<file path="src/rtl/lzc_norm_pkg.sv">
// Shared types and helpers for the leading-zero normalization scheduler.
// The result struct carries exponent/id at their widest supported widths; users narrow them.
package lzc_norm_pkg;

  localparam int MANT_W    = 24;
  localparam int LZ_W      = 5;
  localparam int EXP_MAX_W = 16;
  localparam int ID_MAX_W  = 3;

  typedef struct packed {
    logic [MANT_W-1:0]    mant;
    logic [EXP_MAX_W-1:0] exp;
    logic [LZ_W-1:0]      lz;
    logic [ID_MAX_W-1:0]  id;
    logic                 zero;
    logic                 uflow;
  } norm_res_t;

  // Scans upward so the highest set bit is the last one to write the count.
  function automatic logic [LZ_W-1:0] lz24(input logic [MANT_W-1:0] mant);
    logic [LZ_W-1:0] cnt;
    cnt = LZ_W'(MANT_W);
    for (int i = 0; i < MANT_W; i++) begin
      if (mant[i]) cnt = LZ_W'(MANT_W - 1 - i);
    end
    return cnt;
  endfunction

endpackage

</file>
<file path="src/rtl/lzc_rr_arb.sv">
// Combinational round-robin arbiter: searches req from ptr upward with wrap,
// and proposes the pointer just past the winner when advance is asserted.
module lzc_rr_arb #(
  parameter int N  = 4,
  parameter int PW = 2
) (
  input  logic [N-1:0]  req,
  input  logic [PW-1:0] ptr,
  input  logic          advance,
  output logic [N-1:0]  gnt,
  output logic [PW-1:0] ptr_next
);

  logic          found;
  logic [PW-1:0] win_next;

  always_comb begin
    gnt      = '0;
    found    = 1'b0;
    win_next = ptr;
    // First pass covers ptr..N-1, second pass the wrapped range 0..ptr-1.
    for (int i = 0; i < N; i++) begin
      if (!found && req[i] && (i >= int'(ptr))) begin
        found    = 1'b1;
        gnt[i]   = 1'b1;
        win_next = (i == N - 1) ? '0 : PW'(i + 1);
      end
    end
    for (int i = 0; i < N; i++) begin
      if (!found && req[i] && (i < int'(ptr))) begin
        found    = 1'b1;
        gnt[i]   = 1'b1;
        win_next = (i == N - 1) ? '0 : PW'(i + 1);
      end
    end
    ptr_next = (advance && found) ? win_next : ptr;
  end

endmodule

</file>
<file path="src/rtl/lzc_norm_sched.sv">
// Shared 24-bit normalization engine behind a round-robin arbiter, two-stage valid/ready pipe.
// Optional per-requester accept counters: define LZC_NORM_SCHED_STATS_EN.
module lzc_norm_sched
  import lzc_norm_pkg::*;
#(
  parameter int NUM_REQ = 4,
  parameter int EXP_W   = 8,
  parameter int ID_W    = $clog2(NUM_REQ)
) (
  input  logic                     clk,
  input  logic                     rst_n,
  input  logic [NUM_REQ-1:0]       req_valid,
  output logic [NUM_REQ-1:0]       req_ready,
  input  logic [NUM_REQ*24-1:0]    req_mant,
  input  logic [NUM_REQ*EXP_W-1:0] req_exp,
  output logic                     out_valid,
  input  logic                     out_ready,
  output logic [23:0]              out_mant,
  output logic [EXP_W-1:0]         out_exp,
  output logic [4:0]               out_lz,
  output logic [ID_W-1:0]          out_id,
  output logic                     out_zero,
  output logic                     out_uflow
`ifdef LZC_NORM_SCHED_STATS_EN
  ,
  input  logic [ID_W-1:0]          stat_sel,
  output logic [15:0]              stat_cnt
`endif
);

  // EXP_W is expected in LZ_W..EXP_MAX_W so lz fits the exponent and the struct.
  logic [MANT_W-1:0] mant_arr [NUM_REQ];
  logic [EXP_W-1:0]  exp_arr  [NUM_REQ];

  for (genvar gi = 0; gi < NUM_REQ; gi++) begin : g_unpack
    assign mant_arr[gi] = req_mant[MANT_W*gi +: MANT_W];
    assign exp_arr[gi]  = req_exp[EXP_W*gi +: EXP_W];
  end

  logic [ID_W-1:0]    ptr_q, ptr_d;
  logic [NUM_REQ-1:0] gnt;
  logic               a_valid_q;
  logic [MANT_W-1:0]  a_mant_q;
  logic [EXP_W-1:0]   a_exp_q;
  logic [ID_W-1:0]    a_id_q;
  logic               out_valid_q;
  norm_res_t          res_q, res_d;
  logic               b_ready, a_ready, accept, a_fire;

  assign b_ready   = !out_valid_q || out_ready;
  assign a_ready   = !a_valid_q || b_ready;
  assign req_ready = gnt & {NUM_REQ{a_ready}};
  assign accept    = a_ready && (|gnt);
  assign a_fire    = a_valid_q && b_ready;

  lzc_rr_arb #(
    .N  (NUM_REQ),
    .PW (ID_W)
  ) u_arb (
    .req      (req_valid),
    .ptr      (ptr_q),
    .advance  (accept),
    .gnt      (gnt),
    .ptr_next (ptr_d)
  );

  logic [MANT_W-1:0] sel_mant;
  logic [EXP_W-1:0]  sel_exp;
  logic [ID_W-1:0]   sel_id;

  always_comb begin
    sel_mant = '0;
    sel_exp  = '0;
    sel_id   = '0;
    for (int i = 0; i < NUM_REQ; i++) begin
      if (gnt[i]) begin
        sel_mant = mant_arr[i];
        sel_exp  = exp_arr[i];
        sel_id   = ID_W'(i);
      end
    end
  end

  logic [LZ_W-1:0]  lz;
  logic [EXP_W-1:0] lz_ext;

  // An lz larger than the exponent stops at exp, leaving a denormal result.
  always_comb begin
    lz       = lz24(a_mant_q);
    lz_ext   = EXP_W'(lz);
    res_d    = '0;
    res_d.id = ID_MAX_W'(a_id_q);
    if (lz == LZ_W'(MANT_W)) begin
      res_d.zero = 1'b1;
      res_d.lz   = lz;
    end else if (lz_ext <= a_exp_q) begin
      res_d.mant = a_mant_q << lz;
      res_d.exp  = EXP_MAX_W'(a_exp_q - lz_ext);
      res_d.lz   = lz;
    end else begin
      res_d.uflow = 1'b1;
      res_d.mant  = a_mant_q << a_exp_q;
      res_d.lz    = a_exp_q[LZ_W-1:0];
    end
  end

  always_ff @(posedge clk or negedge rst_n) begin
    if (!rst_n) begin
      ptr_q       <= '0;
      a_valid_q   <= 1'b0;
      a_mant_q    <= '0;
      a_exp_q     <= '0;
      a_id_q      <= '0;
      out_valid_q <= 1'b0;
      res_q       <= '0;
    end else begin
      ptr_q <= ptr_d;
      if (accept) begin
        a_valid_q <= 1'b1;
        a_mant_q  <= sel_mant;
        a_exp_q   <= sel_exp;
        a_id_q    <= sel_id;
      end else if (a_fire) begin
        a_valid_q <= 1'b0;
      end
      if (a_fire) begin
        out_valid_q <= 1'b1;
        res_q       <= res_d;
      end else if (out_ready) begin
        out_valid_q <= 1'b0;
      end
    end
  end

  assign out_valid = out_valid_q;
  assign out_mant  = res_q.mant;
  assign out_exp   = EXP_W'(res_q.exp);
  assign out_lz    = res_q.lz;
  assign out_id    = ID_W'(res_q.id);
  assign out_zero  = res_q.zero;
  assign out_uflow = res_q.uflow;

`ifdef LZC_NORM_SCHED_STATS_EN
  logic [15:0] cnt_q [NUM_REQ];

  for (genvar gi = 0; gi < NUM_REQ; gi++) begin : g_stat
    always_ff @(posedge clk or negedge rst_n) begin
      if (!rst_n) begin
        cnt_q[gi] <= '0;
      end else if (req_valid[gi] && req_ready[gi] && (cnt_q[gi] != 16'hFFFF)) begin
        cnt_q[gi] <= cnt_q[gi] + 16'd1;
      end
    end
  end

  assign stat_cnt = (int'(stat_sel) < NUM_REQ) ? cnt_q[stat_sel] : 16'h0000;
`endif

endmodule

</file>
<file path="config.mk">
export PLATFORM = sky130hd
export DESIGN_NAME = lzc_norm_sched
export DESIGN_NICKNAME = d
export VERILOG_FILES = /design/src/rtl/lzc_norm_pkg.sv /design/src/rtl/lzc_rr_arb.sv /design/src/rtl/lzc_norm_sched.sv
export SDC_FILE = /design/constraint.sdc
export NUM_CORES = 1
export LEC_CHECK = 0
export CELL_PAD_IN_SITES_DETAIL_PLACEMENT = 0
export CELL_PAD_IN_SITES_GLOBAL_PLACEMENT = 1
export CORE_ASPECT_RATIO = 0.5
export CORE_MARGIN = 2
export CORE_UTILIZATION = 34
export DETAILED_ROUTE_END_ITERATION = 6
export GPL_ROUTABILITY_DRIVEN = 0
export PLACE_DENSITY = 0.81
export REMOVE_ABC_BUFFERS = 1
export SETUP_SLACK_MARGIN = 0.2
export SYNTH_ARGS = -nofsm -noshare
export SYNTH_HDL_FRONTEND = slang
export SYNTH_SLANG_ARGS = --single-unit
</file>
<file path="constraint.sdc">
create_clock -name clk -period 5.2 [get_ports clk]
set_input_delay 1.04 -clock clk [delete_from_list [all_inputs] [get_ports clk]]
set_output_delay 1.04 -clock clk [all_outputs]
set_load 0.02 [all_outputs]
</file>
# Yosys cells after proc, flatten, opt, wreduce, memory -nomap -nowiden
# Index checks and enable logic that the tools add are counted.
# classes
n_bitwise	1
n_div	0
n_reduce_logical	30
n_shift	2
order_cmp	7
mul	0
muxes	67
add_sub_neg	1
n_eq_ne	1
# op_table
cell	n
5-bit 2-to-1 mux	25
24-bit 2-to-1 mux	5
40-bit 2-to-1 mux	1
8-bit 2-to-1 mux	4
24-bit by 5-bit left shift with 24-bit output	1
24-bit by 8-bit left shift with 24-bit output	1
1-bit 2-to-1 mux	21
2-bit 2-to-1 mux	9
16-bit 2-to-1 mux	1
1-bit logical AND	15
8-bit by 5-bit subtractor with 9-bit output	1
5-bit by 8-bit <= comparator with 1-bit output	1
1-bit zero test	8
7-bit nonzero test	1
5-bit equality test (second input constant)	1
4-bit AND	1
1-bit by 2-bit >= comparator with 1-bit output (first input constant)	2
1-bit by 2-bit < comparator with 1-bit output (first input constant)	2
4-bit 2-to-1 mux	1
2-bit nonzero test	2
4-bit OR reduction	1
2-bit >= comparator (first input constant)	1
1-bit logical OR	2
2-bit < comparator (first input constant)	1
2-bit AND reduction	1
# totals
inputBits	135
memories	0
regBits	79
romBits	0
mem_bits_rw	0
latch_bits	0
out_inout_bits	46

# Depth between registers and ports, before layout
# depth
ltp_word	30
mapped_depth	18

# By module
# A second synthesis with hierarchy kept.
# hier_totals
hier_cells	662
hier_area_um2	5690.5
# by_module_without_submodules
mod	seq_area_each_um2	cells_per_inst	instances	area_per_inst_um2
lzc_norm_sched	1976.9	623	1	5420.2
lzc_rr_arb	0.0	39	1	270.3

# Worst setup path after synthesis
# No wires, ideal clock.
# synth_timing
kind	register to register
startpoint	register a_mant_q[0]
endpoint	register res_q, in the netlist out_mant[20]
t_arrival_ps	3906
path_stages_with_launch	17
n_path_buf	2
path_slack_ps	1205
setup_time_ps	88
required_ps	5112
cell_sequence	dfrtp_1 > clkbuf_1 > nor2_1 > o311ai_0 > a31oi_1 > nor4_1 > inv_1 > ha_1 > a21oi_1 > o221ai_1 > nor3_2 > nor3_4 > buf_6 > mux2i_1 > mux4_2 > or2_0 > a41oi_1
# synth_via
elab_chain_cells	27
elab_cells_between_ends	30
# synth_rtl
element	line	text
start: declaration	lzc_norm_sched.sv:43	logic [MANT_W-1:0] a_mant_q;
start signal: assignment	lzc_norm_sched.sv:120	a_mant_q <= sel_mant;
4-bit 2-to-1 mux	lzc_norm_pkg.sv:24	if (mant[i]) cnt = LZ_W'(MANT_W - 1 - i);
5-bit 2-to-1 mux (23 in a row)	lzc_norm_pkg.sv:24	
5-bit by 8-bit <= comparator with 1-bit output or 24-bit by 5-bit left shift with 24-bit output (tied branches)	lzc_norm_sched.sv:96, lzc_norm_sched.sv:97	
24-bit 2-to-1 mux	lzc_norm_sched.sv:96	end else if (lz_ext <= a_exp_q) begin
40-bit 2-to-1 mux (*)	lzc_norm_sched.sv:93	if (lz == LZ_W'(MANT_W)) begin
end signal: assignment	lzc_norm_sched.sv:128	res_q <= res_d;
end: declaration	lzc_norm_sched.sv:47	norm_res_t res_q, res_d;
# Mark *: on every way between the ends. The rest lies on a longest branch, timed or not.
# A chain may end at the register's enable or synchronous reset.

# Final worst setup path
# Same ends and word-level chain as after synthesis.

==> results.ini <==
[placed_design]
hpwl_mm=15.6
io_buffers=180
post-place-ws_ns=0.228
place_area_um2=7670

[logic_synthesis]
synth.avg_cell_area_um2=8.31
synth_xor_area_share_pct=0.932
synthFlopType=dfrtp_1
synth-simple-area-share_pct=21.1
ys_warn_count=0
async_flop_share_pct=100
synth_edf_count=0
yosysTopAreaCell=dfrtp_1
synth_cells=679
synth.ff_latch_count=79
synth_compound_area_share_pct=29.9
yosysTopAreaCellShare_pct=35.1
synthMuxAreaShare_pct=6.48
synth_top_family_by_area=compound AO/OA/AOI/OAI gates
ys_types=65
synth_area_leaders=dfrtp_1 (35%), a222oi_1 (5.7%), nand2_1 (5.3%)
netlist_area_um2=5640
yosys.area_share.adder_pct=1.46
ys_seq_area_share_pct=35.1

[floorplanning]
dieArea_um2=17700
die_h_um=95.1
start_util_pct=34.6
coreArea_um2=16300
chipWidth_um=186
pin_count=181
num_rows=33

[timing]
finalWorstSetupSlack_ns=0.447
drv_slew=0
slew_headroom_pct=32.2
worstMarginPinSlew_ns=1.02
max_freq_ghz=0.210
fin_skew_ns=0.00954
worst_hold_slack_ns=0.480
hold_viol=0
period_minus_slack_ns=4.75
fin_crit_sh_pct=91.4
setup_viol=0
rsz0062_at_grt=true
fin_tns_setup_ns=0

[clocking]
clk_latency_ns=0.35
htreeDepth=3
cts_buffer_depth=2
cts-root-buf=clkbuf_16
tritoncts=built
cts.sinks=79
clk_pin_slew_worst_paths_ns=0.07
cts_inserted_buffers=9
postCtsHoldBufs=0

[outcome]
status=finished clean

[power]
switching_share_pct=42.0
leakage_nw=3.18
ir_worst_vdd_mv=0.187
switching_power_mw=1.47
pwr-share-clk_pct=18.5
p_per_area_nw_per_um2=437
intPower_mw=2.03
combPwrFrac_pct=52.2
finalPower_mw=3.50
pwr-share-seq_pct=29.2

[global_route]
grt_pass1_wl_mm=32.6
grt_usage_pct=23.6
antenna_found_initial=0
first_global_vias=5754
grt_max_degree=80
gr-total-overflow=0

[route]
firstDrtPassIters=6
drc=0
via_count=6310
drtIter0Drc=718
wl_per_cell_um=19.5
viasPerCell=5.88
ant_nets=0
wl_mm=20.9

[min_path]
min_path_type=reg -> reg

[setup_path]
cp-start-kind=flip-flop
path_max_fanout=10
worstPathArrival_ns=5.02
cp.required_ns=5.47
critPathKind=reg -> reg
cp-end-kind=flip-flop

[finish]
fin_nets=983
multi_input_area_um2=3410
design_area_um2=8020
final_layout_size_suffix_gt1_share_pct=8.50
antenna_cells=0
regArea_um2=1980
area_growth_pct=42.2
fillers=1564

[flow_run]
max-cap-violations=0

worst paths after layout:
kind	start	to	slack [ns]	cells past startpoint
max in group asynchronous	rst_n	a_mant_q[4]$_DFFE_PN0P_	3.66	1
setup reg to reg	a_mant_q[0]$_DFFE_PN0P_	out_mant[20]$_DFFE_PN0P_	0.45	16
hold reg to reg	out_mant[7]$_DFFE_PN0P_	out_mant[7]$_DFFE_PN0P_	0.48	2
min in group asynchronous	rst_n	out_id[1]$_DFFE_PN0P_	0.86	1
hold / removal	out_mant[7]$_DFFE_PN0P_	out_mant[7]$_DFFE_PN0P_	0.48	2
setup / recovery	a_mant_q[0]$_DFFE_PN0P_	out_mant[20]$_DFFE_PN0P_	0.45	16
registers in the layout, summed over array words and instances (netlist names):
name,cells
a_mant_q,24
out_mant,24
a_exp_q,8
out_exp,8
out_lz,5
a_id_q,2
out_id,2
ptr_q,2
a_valid_q,1
out_uflow,1
out_valid,1
out_zero,1
cell type report:
cell class	count	area share, %
clock inverters	5	0.718
flip-flops and latches	79	24.6
well taps	227	3.54
multi-input cells	531	42.5
repair buffers	207	25.0
clock buffers	11	3.03
inverters	14	0.655
per-stage QoR:
step           util (%)  std cells
2_1_floorplan         -        623
3_3_place_gp       47.0       1053
3_5_place_dp       47.0       1053
4_1_cts            48.9       1069
5_1_grt            49.2       1074
6_report           49.2       1074
worst max-delay path, cell delays in order, from the launching register on:
cell and delay, ns:
dfrtp_1 0.50, nor2_1 0.06, o311ai_0 0.34, a31oi_1 0.16, nor4_1 0.22, buf_4 0.19, inv_1 0.06, ha_1 0.33
a21oi_1 0.32, o221ai_1 0.32, nor3_2 0.71, nor3_4 0.12, buf_4 0.18, mux2i_1 0.21, mux4_2 0.52, or2_0 0.22
a41oi_1 0.20
synthesized netlist by cell type, types with 4 or more instances:
cell and n:
a211oi_1 14, a31oi_1 37, nor4_1 11, mux2_2 13, o31ai_1 6, ha_1 5, a21o_1 4, clkbuf_1 44
a32o_1 5, nand3_1 27, o21ai_0 44, nand2b_1 4, nand2_1 80, buf_2 7, and2_1 4, xnor2_1 5
mux2i_1 16, and3_1 11, nor2b_1 11, o211ai_1 5, nand4_1 13, a22o_1 8, inv_1 14, a222oi_1 32
nor3_1 12, a21oi_1 28, nor2_1 70, dfrtp_1 79, o211a_1 5, a311oi_1 4
cell families (layout without fill, tap and decap cells):
group	after synthesis	count (layout)
compound gates	232	232
flops	79	79
buf+inv	70	237
fa+ha+maj	6	6
xor+xnor	6	6
simple gates	254	255
mux	32	32
power groups by stage:
stage | sequential (mW) | combinational [mW] | clock, mW
2_1_floorplan | 1.13 | 0.891 | 0
3_3_place_gp | 1.02 | 1.77 | 0
3_5_place_dp | 1.03 | 1.77 | 0
4_1_cts | 1.02 | 1.78 | 0.662
5_1_grt | 1.05 | 1.98 | 0.688
6_report | 1.02 | 1.83 | 0.650
per-layer routing:
layer  vias to the layer above  part of all wire, %  track usage [%]  routed length (µm)
li1                       2956                    -                -                   -
met1                      3017                   48             36.5               10100
met2                       296                   41             33.3                8650
met3                        41                  8.2             4.74                1710
met4                         0                  2.0             5.84                 425
met5                         -                    0                0                   0
cell usage in the layout, fill, tap and decap left out, types with 6 or more instances in the layout:
cell             instances
mux2_2                  12
o21ai_0                 44
nand4_1                 13
clkbuf_16                9
nor3_1                  12
o31ai_1                  6
a211oi_1                14
nand2_1                 79
and3_1                  11
dfrtp_1                 79
a22o_1                   8
a21oi_1                 28
nor4_1                  11
nor2b_1                 11
nand3_1                 27
mux2i_1                 16
buf_4                   28
inv_1                   14
clkdlybuf4s50_1        179
nor2_1                  69
a222oi_1                32
a31oi_1                 36
timing repair:
action / in CTS / in global routing
hold endpoints to repair: 0 / 0
resized for setup: 0 / 3
buffers inserted: 0 / 4
endpoints found under the setup margin: 0 / 21
Power figures use the tool's default switching activity.
